### src/rtl/note_frame_sched_pkg.sv
`timescale 1ns/1ps
`default_nettype none
// ============================================================================
// Module   : note_pkg
// Purpose  : Shared types and constants for the note frame scheduler:
//            scheduler FSM state encoding, the queued note event record and
//            the one-hot duration codes produced by the duration detector.
// Revision : 1.0 - initial release
// ============================================================================
package note_pkg;

    typedef enum logic [2:0] {
        ST_IDLE       = 3'd0,
        ST_FFT_RUN    = 3'd1,
        ST_PITCH_WAIT = 3'd2,
        ST_DECIDE     = 3'd3,
        ST_CAPTURE    = 3'd4
    } sched_state_t;

    typedef struct packed {
        logic [7:0] note;
        logic [3:0] dur;
    } note_evt_t;

    localparam logic [3:0] EIGHTH  = 4'b0001;
    localparam logic [3:0] QUARTER = 4'b0010;
    localparam logic [3:0] HALF    = 4'b0100;
    localparam logic [3:0] WHOLE   = 4'b1000;

endpackage
`default_nettype wire

### src/rtl/note_frame_sched_if.sv
`timescale 1ns/1ps
`default_nettype none
// ============================================================================
// Module   : note_frame_sched_if
// Purpose  : Ready/valid event bus between the scheduler's event FIFO and
//            the MCU-side consumer.
//   evt_valid  head event present        (master -> slave)
//   evt_ready  consumer accepts the head (slave  -> master)
//   evt_note   head event note code      (master -> slave)
//   evt_dur    head event duration code  (master -> slave)
// Revision : 1.0 - initial release
// ============================================================================
interface note_frame_sched_if;
    logic       evt_valid;
    logic       evt_ready;
    logic [7:0] evt_note;
    logic [3:0] evt_dur;

    modport master (output evt_valid, output evt_note, output evt_dur, input evt_ready);
    modport slave  (input evt_valid, input evt_note, input evt_dur, output evt_ready);
endinterface
`default_nettype wire

### src/rtl/note_frame_sched_evt_fifo.sv
`timescale 1ns/1ps
`default_nettype none
// ============================================================================
// Module   : note_evt_fifo
// Purpose  : First-word-fall-through FIFO of note events. The head entry is
//            presented combinationally whenever the FIFO is non-empty. A push
//            while full succeeds only when a pop happens in the same cycle.
// Ports    : clk, reset (async, active-low)
//            i_push / i_push_data : write request and event
//            i_pop                : consume head (ignored when empty)
//            o_head               : current head event
//            o_empty / o_full     : occupancy flags
// Revision : 1.0 - initial release
// ============================================================================
module note_evt_fifo
    import note_pkg::*;
#(
    parameter int DEPTH = 8
) (
    input  logic      clk,
    input  logic      reset,
    input  logic      i_push,
    input  note_evt_t i_push_data,
    input  logic      i_pop,
    output note_evt_t o_head,
    output logic      o_empty,
    output logic      o_full
);

    localparam int                 c_PTR_W = $clog2(DEPTH);
    localparam logic [c_PTR_W:0]   c_DEPTH = (c_PTR_W + 1)'(DEPTH);
    localparam logic [c_PTR_W-1:0] c_ONE   = c_PTR_W'(1);

    note_evt_t          r_mem [DEPTH];
    logic [c_PTR_W-1:0] r_wr_ptr;
    logic [c_PTR_W-1:0] r_rd_ptr;
    logic [c_PTR_W:0]   r_count;
    logic               w_push_ok;
    logic               w_pop_ok;

    assign o_empty   = (r_count == '0);
    assign o_full    = (r_count == c_DEPTH);
    assign w_pop_ok  = i_pop && !o_empty;
    // Full FIFO still accepts a write when the head leaves in the same cycle.
    assign w_push_ok = i_push && (!o_full || w_pop_ok);
    assign o_head    = r_mem[r_rd_ptr];

    always_ff @(posedge clk) begin
        if (w_push_ok) begin
            r_mem[r_wr_ptr] <= i_push_data;
        end
    end

    always_ff @(posedge clk or negedge reset) begin
        if (!reset) begin
            r_wr_ptr <= '0;
            r_rd_ptr <= '0;
            r_count  <= '0;
        end else begin
            if (w_push_ok) begin
                r_wr_ptr <= r_wr_ptr + c_ONE;
            end
            if (w_pop_ok) begin
                r_rd_ptr <= r_rd_ptr + c_ONE;
            end
            case ({w_push_ok, w_pop_ok})
                2'b10:   r_count <= r_count + 1'b1;
                2'b01:   r_count <= r_count - 1'b1;
                default: r_count <= r_count;
            endcase
        end
    end

endmodule
`default_nettype wire

### src/rtl/note_frame_sched.sv
`timescale 1ns/1ps
`default_nettype none
// ============================================================================
// Module   : note_frame_sched
// Purpose  : Frame scheduler for the pitch/duration datapath. Counts ADC
//            sample strobes into frames, launches the FFT, waits for the
//            pitch result, pulses note_dec once per frame, captures the
//            duration code and queues (previous note, duration) events.
// Ports    : clk, reset (async, active-low)
//            sample_valid          ADC sample strobe
//            fft_start / fft_done  FFT launch pulse / completion strobe
//            pitch_valid, pitch_note  pitch result
//            note, note_dec        note code and decision pulse to detector
//            note_dur              one-hot duration code from detector
//            evt                   ready/valid event bus (master side)
//            clr_err               clear sticky flags
//            frame_ovr, evt_drop, timeout_err  sticky error flags
// Revision : 1.0 - initial release
// ============================================================================
module note_frame_sched
    import note_pkg::*;
#(
    parameter int FRAME_LEN = 512,
    parameter int EVT_DEPTH = 8,
    parameter int TIMEOUT   = 65535
) (
    input  logic                      clk,
    input  logic                      reset,
    input  logic                      sample_valid,
    output logic                      fft_start,
    input  logic                      fft_done,
    input  logic                      pitch_valid,
    input  logic [7:0]                pitch_note,
    output logic [7:0]                note,
    output logic                      note_dec,
    input  logic [3:0]                note_dur,
    note_frame_sched_if.master        evt,
    input  logic                      clr_err,
    output logic                      frame_ovr,
    output logic                      evt_drop,
    output logic                      timeout_err
);

    localparam int                  c_CNT_W    = $clog2(FRAME_LEN);
    localparam logic [c_CNT_W-1:0]  c_CNT_MAX  = c_CNT_W'(FRAME_LEN - 1);
    localparam int                  c_WAIT_W   = $clog2(TIMEOUT + 1);
    localparam logic [c_WAIT_W-1:0] c_WAIT_MAX = c_WAIT_W'(TIMEOUT);

    sched_state_t        r_state;
    sched_state_t        w_state_nxt;
    logic [c_CNT_W-1:0]  r_sample_cnt;
    logic [c_WAIT_W-1:0] r_wait;
    logic [7:0]          r_note;
    logic [7:0]          r_last_note;
    logic                r_fft_start;
    logic                r_note_dec;
    logic                r_frame_ovr;
    logic                r_evt_drop;
    logic                r_timeout_err;

    logic                w_frame_done;
    logic                w_fft_start_nxt;
    logic                w_note_dec_nxt;
    logic                w_latch_note;
    logic                w_capture;
    logic                w_push;
    logic                w_wait_clr;
    logic                w_timeout;
    logic                w_ovr_set;
    logic                w_drop_set;
    logic                w_pop;
    logic                w_fifo_empty;
    logic                w_fifo_full;
    note_evt_t           w_push_evt;
    note_evt_t           w_head;

    // The wrap of the sample counter is the frame boundary.
    assign w_frame_done = sample_valid && (r_sample_cnt == c_CNT_MAX);

    always_ff @(posedge clk or negedge reset) begin
        if (!reset) begin
            r_sample_cnt <= '0;
        end else if (sample_valid) begin
            r_sample_cnt <= (r_sample_cnt == c_CNT_MAX) ? '0 : r_sample_cnt + 1'b1;
        end
    end

    always_ff @(posedge clk or negedge reset) begin
        if (!reset) begin
            r_state <= ST_IDLE;
        end else begin
            r_state <= w_state_nxt;
        end
    end

    always_comb begin
        w_state_nxt     = r_state;
        w_fft_start_nxt = 1'b0;
        w_note_dec_nxt  = 1'b0;
        w_latch_note    = 1'b0;
        w_capture       = 1'b0;
        w_wait_clr      = 1'b0;
        w_timeout       = 1'b0;
        // A frame ending while the previous one is still in flight is dropped.
        w_ovr_set       = w_frame_done && (r_state != ST_IDLE);
        case (r_state)
            ST_IDLE: begin
                if (w_frame_done) begin
                    w_state_nxt     = ST_FFT_RUN;
                    w_fft_start_nxt = 1'b1;
                    w_wait_clr      = 1'b1;
                end
            end
            ST_FFT_RUN: begin
                if (fft_done) begin
                    w_state_nxt = ST_PITCH_WAIT;
                    w_wait_clr  = 1'b1;
                end else if (r_wait == c_WAIT_MAX) begin
                    w_state_nxt = ST_IDLE;
                    w_timeout   = 1'b1;
                end
            end
            ST_PITCH_WAIT: begin
                if (pitch_valid) begin
                    w_state_nxt    = ST_DECIDE;
                    w_latch_note   = 1'b1;
                    w_note_dec_nxt = 1'b1;
                end else if (r_wait == c_WAIT_MAX) begin
                    w_state_nxt = ST_IDLE;
                    w_timeout   = 1'b1;
                end
            end
            ST_DECIDE: begin
                w_state_nxt = ST_CAPTURE;
            end
            ST_CAPTURE: begin
                w_capture   = 1'b1;
                w_state_nxt = ST_IDLE;
            end
            default: begin
                w_state_nxt = ST_IDLE;
            end
        endcase
    end

    // Pulses are registered so they track the state register exactly and
    // drop immediately on reset.
    always_ff @(posedge clk or negedge reset) begin
        if (!reset) begin
            r_fft_start <= 1'b0;
            r_note_dec  <= 1'b0;
            r_wait      <= '0;
            r_note      <= '0;
            r_last_note <= '0;
        end else begin
            r_fft_start <= w_fft_start_nxt;
            r_note_dec  <= w_note_dec_nxt;
            if (w_wait_clr) begin
                r_wait <= '0;
            end else if ((r_state == ST_FFT_RUN) || (r_state == ST_PITCH_WAIT)) begin
                r_wait <= r_wait + 1'b1;
            end
            if (w_latch_note) begin
                r_note <= pitch_note;
            end
            if (w_capture) begin
                r_last_note <= r_note;
            end
        end
    end

    // The event pairs the previous frame's note with the duration just
    // reported for it.
    assign w_push          = w_capture && (note_dur != 4'b0000);
    assign w_push_evt.note = r_last_note;
    assign w_push_evt.dur  = note_dur;
    assign w_pop           = !w_fifo_empty && evt.evt_ready;
    assign w_drop_set      = w_push && w_fifo_full && !w_pop;

    note_evt_fifo #(
        .DEPTH (EVT_DEPTH)
    ) u_evt_fifo (
        .clk         (clk),
        .reset       (reset),
        .i_push      (w_push),
        .i_push_data (w_push_evt),
        .i_pop       (w_pop),
        .o_head      (w_head),
        .o_empty     (w_fifo_empty),
        .o_full      (w_fifo_full)
    );

    // Set beats clear when both occur in the same cycle.
    always_ff @(posedge clk or negedge reset) begin
        if (!reset) begin
            r_frame_ovr   <= 1'b0;
            r_evt_drop    <= 1'b0;
            r_timeout_err <= 1'b0;
        end else begin
            r_frame_ovr   <= w_ovr_set  || (r_frame_ovr   && !clr_err);
            r_evt_drop    <= w_drop_set || (r_evt_drop    && !clr_err);
            r_timeout_err <= w_timeout  || (r_timeout_err && !clr_err);
        end
    end

    assign fft_start     = r_fft_start;
    assign note_dec      = r_note_dec;
    assign note          = r_note;
    assign frame_ovr     = r_frame_ovr;
    assign evt_drop      = r_evt_drop;
    assign timeout_err   = r_timeout_err;
    assign evt.evt_valid = !w_fifo_empty;
    // Keep the event outputs at zero while nothing is queued.
    assign evt.evt_note  = w_fifo_empty ? 8'h00 : w_head.note;
    assign evt.evt_dur   = w_fifo_empty ? 4'h0  : w_head.dur;

endmodule
`default_nettype wire

### src/flat_wrapper.sv
// flat-port wrapper written by rule: the top's interface ports become plain ports
module note_frame_sched_flat import note_pkg::*;
#(
    parameter int FRAME_LEN = 512,
    parameter int EVT_DEPTH = 8,
    parameter int TIMEOUT   = 65535
)
  (clk, reset, sample_valid, fft_start, fft_done, pitch_valid, pitch_note, note, note_dec, note_dur, clr_err, frame_ovr, evt_drop, timeout_err, evt_evt_valid, evt_evt_note, evt_evt_dur, evt_evt_ready);
  note_frame_sched_if evt_i ();
  input  logic clk;
  input  logic reset;
  input  logic sample_valid;
  output logic fft_start;
  input  logic fft_done;
  input  logic pitch_valid;
  input  logic [7:0] pitch_note;
  output logic [7:0] note;
  output logic note_dec;
  input  logic [3:0] note_dur;
  input  logic clr_err;
  output logic frame_ovr;
  output logic evt_drop;
  output logic timeout_err;
  output wire logic [$bits(evt_i.evt_valid)-1:0] evt_evt_valid;
  output wire logic [$bits(evt_i.evt_note)-1:0] evt_evt_note;
  output wire logic [$bits(evt_i.evt_dur)-1:0] evt_evt_dur;
  input wire logic [$bits(evt_i.evt_ready)-1:0] evt_evt_ready;
  assign evt_evt_valid = evt_i.evt_valid;
  assign evt_evt_note = evt_i.evt_note;
  assign evt_evt_dur = evt_i.evt_dur;
  assign evt_i.evt_ready = evt_evt_ready;
  note_frame_sched #(.FRAME_LEN(FRAME_LEN), .EVT_DEPTH(EVT_DEPTH), .TIMEOUT(TIMEOUT)) u_core (.clk(clk), .reset(reset), .sample_valid(sample_valid), .fft_start(fft_start), .fft_done(fft_done), .pitch_valid(pitch_valid), .pitch_note(pitch_note), .note(note), .note_dec(note_dec), .note_dur(note_dur), .evt(evt_i), .clr_err(clr_err), .frame_ovr(frame_ovr), .evt_drop(evt_drop), .timeout_err(timeout_err));
endmodule
### config.mk
export PLATFORM = sky130hd
export DESIGN_NAME = note_frame_sched_flat
export DESIGN_NICKNAME = d
export VERILOG_FILES = /design/src/rtl/note_frame_sched_pkg.sv /design/src/rtl/note_frame_sched_if.sv /design/src/rtl/note_frame_sched_evt_fifo.sv /design/src/rtl/note_frame_sched.sv /design/src/flat_wrapper.sv
export SDC_FILE = /design/constraint.sdc
export NUM_CORES = 1
export LEC_CHECK = 0
export BUFFER_PORTS_ARGS = -buffer_cell sky130_fd_sc_hd__buf_2
export CAP_MARGIN = 15
export CORE_MARGIN = 2
export CORE_UTILIZATION = 34
export CTS_CLUSTER_DIAMETER = 50
export DETAILED_ROUTE_END_ITERATION = 10
export PLACE_DENSITY = 0.55
export SLEW_MARGIN = 10
export SYNTH_ARGS = -nofsm -noshare
export SYNTH_HDL_FRONTEND = slang
export SYNTH_SLANG_ARGS = --single-unit
### constraint.sdc
create_clock -name clk -period 3.9 [get_ports clk]
set_input_delay 0.195 -clock clk [delete_from_list [all_inputs] [get_ports clk]]
set_output_delay 0.195 -clock clk [all_outputs]
set_load 0.02 [all_outputs]
==> impl_metrics.toml <==
[outcome]
status = "finished, final reports clean"

[clock_tree]
cts.clk_slew.worst_paths_ns = 0.06
cts_root_buf = "clkbuf_16"
clock_latency_ns = 0.42
cts_tree = "built"
ctsResizeCount = 0
clock_sinks = 155
clock_path_buffers = 2
cts_buffers = 17
htree_levels = 4

[worst_setup_path]
r2r_end = "u_core.r_wait[14]$_DFFE_PN0P_"
reg2reg_depth = 9
cp.buffers_inverters = 0
rrSetupSlack_ns = 1.10
r2r-start = "u_core.r_sample_cnt[0]$_DFFE_PN0P_"
slowest_stage = "or3b_2"
cp_cell_sequence = "ha_1 > and3_1 > and3_1 > ha_1 > a211oi_1 > or3b_2 > nor3_1 > nand2_1 > mux2_2"
cp-end-kind = "register"
crit_path_max_fanout = 10
crit_type = "register to register"
crit_family = "simple AND/OR/NAND/NOR gates"
slowest_delay_ns = 0.53
start_kind = "register"
arrival_ns = 3.10
cp_data_required_time_ns = 4.20

[drt]
num_vias = 3592
drtIter0Drc = 208
drc_errors = 0
avgViaCountPerCell = 4.94
wl_per_cell_um = 17.7
totalWireLength_mm = 12.9
firstDrtPassIters = 4
ant_nets = 0

[sta]
fin_hold_ws_ns = 0.0335
fmax_ghz = 0.357
setup_violations = 0
period_minus_slack_ns = 2.80
clock_skew_ns = 0.0103
period_share = 0.718
slew-limit-headroom = 0.377
slew_violations = 0
hold_violations = 0
max_slew.worst_pin.slew_ns = 0.930
tns_ns = 0
fin_ws_ns = 1.10
rsz0062_at_grt = "no"

[floorplanning]
core_um2 = 18700
dieArea_um2 = 20200
die_x_um = 142
row_count = 50
die_h_um = 142
io_pins = 45
floorplan.initialDensity = 0.347

[grt]
grtUsageMet1 = 0.183
grt_max_degree = 43
met2_usage = 0.220
grt_antenna_before_repair = 0
grt_pass1_wl_mm = 20.5
grt_use_total = 0.138
grt_overflow_total = 0
busiest_layer = "met2"
grt_pass1_vias = 3716
grtUsageMet3 = 0.0417

[yosys]
synth_edf_count = 96
async_reset_ff_frac = 0.381
synth_top_cells_by_area = "edfxtp_1 (44%), dfrtp_1 (23%), mux4_2 (8.3%)"
ys_ff_latch = 155
synthDistinctLibCells = 45
ys.flop_type = "edfxtp_1"
yosysWarnings = 0
netlist_area_um2 = 6490
syn_area_per_cell_um2 = 15.7
synth_top_area_frac = 0.444
ys_seq_area_frac = 0.671
syn_nets = 441
yosysTopAreaCell = "edfxtp_1"
synthCells = 414

[placed_design]
dpl.hpwl_mm = 8.26
gp_congestion = 0.781
dpl_worst_slack_ns = 1.08
portBuffers = 44

[power]
powerDensity_nw_per_um2 = 736
vdd_ir_drop_max_uv = 346
power.total_mw = 5.67
leakagePower_nw = 2.95

[final_layout]
fillers = 1682
nNetsFinal = 507
multi_input_area_um2 = 2000
areaGrowthSynthToFinish_pct = 18.6
diodes = 0
regArea_um2 = 4360
drive_above_1_share = 0.284

[hold_path]
hp-class = "primary input to register"
whs_endpoint = "u_core.frame_ovr$_DFF_PN0_"
hold_path_depth = 2
worstHoldStart = "clr_err"

[job]
drv_cap = 0
-- layout make-up --
| cell class | instances | area share |
|---|---|---|
| inverter | 13 | 0.00634 |
| sequential | 155 | 0.566 |
| clock inverter | 13 | 0.0195 |
| clock buffer | 19 | 0.0562 |
| multi-input combinational | 228 | 0.260 |
| tap | 234 | 0.0380 |
| timing repair buffer | 65 | 0.0533 |
-- state kept, by name, summed over array words and instances (netlist names), 3 cells and up --
name,flops
u_core.u_evt_fifo.r_wr_ptr,3
u_core.u_evt_fifo.r_mem,96
u_core.r_wait,16
u_core.r_state,3
u_core.r_sample_cnt,9
u_core.u_evt_fifo.r_count,4
u_core.r_last_note,8
u_core.note,8
u_core.u_evt_fifo.r_rd_ptr,3
-- cells by family (layout without fill, tap and decap cells) --
group | after synthesis | in the layout | synth area share
AOI/OAI and AO/OA | 23 | 23 | 0.0258
and+or+nand+nor | 112 | 112 | 0.0882
muxes | 61 | 61 | 0.145
xor gates and xnor gates | 24 | 24 | 0.0324
adders and majority gates | 8 | 8 | 0.0166
DFF | 155 | 155 | 0.671
buffers and inverters | 31 | 110 | 0.0210
-- where the power goes --
group	switching, mW	internal [mW]	total [mW]	leakage, nW
combinational	0.807	0.766	1.57	1.06
clock	0.631	0.999	1.63	0.284
sequential	0.385	2.08	2.46	1.61
total	1.82	3.84	5.67	2.95
-- cells in the mapped netlist, types with 2 or more instances --
cell,instances
nand4_1,5
nand3_1,7
ha_1,7
nor3_1,9
mux2i_1,14
nor2b_1,4
o21ai_0,3
buf_2,7
edfxtp_1,96
nand3b_1,3
and4_1,2
o22ai_1,6
xnor2_1,12
and2_1,2
nand2b_1,5
xor2_1,12
clkbuf_1,8
dfrtp_1,59
nor2_1,35
nor4_1,5
and3_1,7
mux2_2,22
inv_1,13
a21oi_1,6
mux4_2,24
nand2_1,22
-- worst max path at each step --
stage,startpoint,end,cells after the start
4_1_cts,u_core.r_sample_cnt[0]$_DFFE_PN0P_,u_core.r_wait[3]$_DFFE_PN0P_,9
3_5_place_dp,u_core.r_sample_cnt[0]$_DFFE_PN0P_,u_core.r_wait[14]$_DFFE_PN0P_,9
5_1_grt,u_core.r_sample_cnt[0]$_DFFE_PN0P_,u_core.r_wait[14]$_DFFE_PN0P_,9
3_3_place_gp,u_core.r_sample_cnt[0]$_DFFE_PN0P_,u_core.r_wait[14]$_DFFE_PN0P_,9
2_1_floorplan,u_core.r_state[1]$_DFFE_PN0P_,u_core.u_evt_fifo.r_mem[0][0]$_DFFE_PP_,6
6_report,u_core.r_sample_cnt[0]$_DFFE_PN0P_,u_core.r_wait[14]$_DFFE_PN0P_,9
-- cell usage in the layout, fill, tap and decap left out, types with 2 or more instances in the layout --
master and count:
xnor2_1 12, o22ai_1 6, mux4_2 24, clkinv_1 3, nor2b_1 4, nand4_1 5
nand2b_1 5, buf_4 12, mux2_2 22, and3_1 7, nand3b_1 3, buf_2 44
nand3_1 7, bufinv_16 3, nor4_1 4, clkbuf_1 2, clkbuf_16 17, dlygate4sd3_1 8
ha_1 7, nand2_1 22, and4_1 2, edfxtp_1 96, xor2_1 12, nor4_2 2
clkinv_4 2, clkinv_2 3, o21ai_0 3, dfrtp_1 59, a21oi_1 6, inv_1 13
and2_1 2, mux2i_1 14, nor2_1 35, nor3_1 9
-- what timing repair did --
| action | 4_1_cts | 5_1_grt |
|---|---|---|
| endpoints found under the hold margin | 23 | 1 |
| setup buffers | 0 | 0 |
| hold buffers | 7 | 1 |
-- stage by stage --
| step | util | cell area (µm²) | instances |
|---|---|---|---|
| final | 0.412 | 7700 | 727 |
| after global routing | 0.412 | 7700 | 727 |
| after CTS | 0.411 | 7690 | 726 |
| after detailed placement | 0.376 | 7040 | 687 |
| after global placement | 0.376 | 7040 | 687 |
| after floorplan | - | 6490 | 414 |
-- per-layer routing --
metal  up-vias  routed length, µm
met2        61               6390
li1       1680                  -
met3         4                341
met1      1847               6070
met4         0                 70
met5         -                  0
Note: power is estimated with default switching activity, not from simulation.
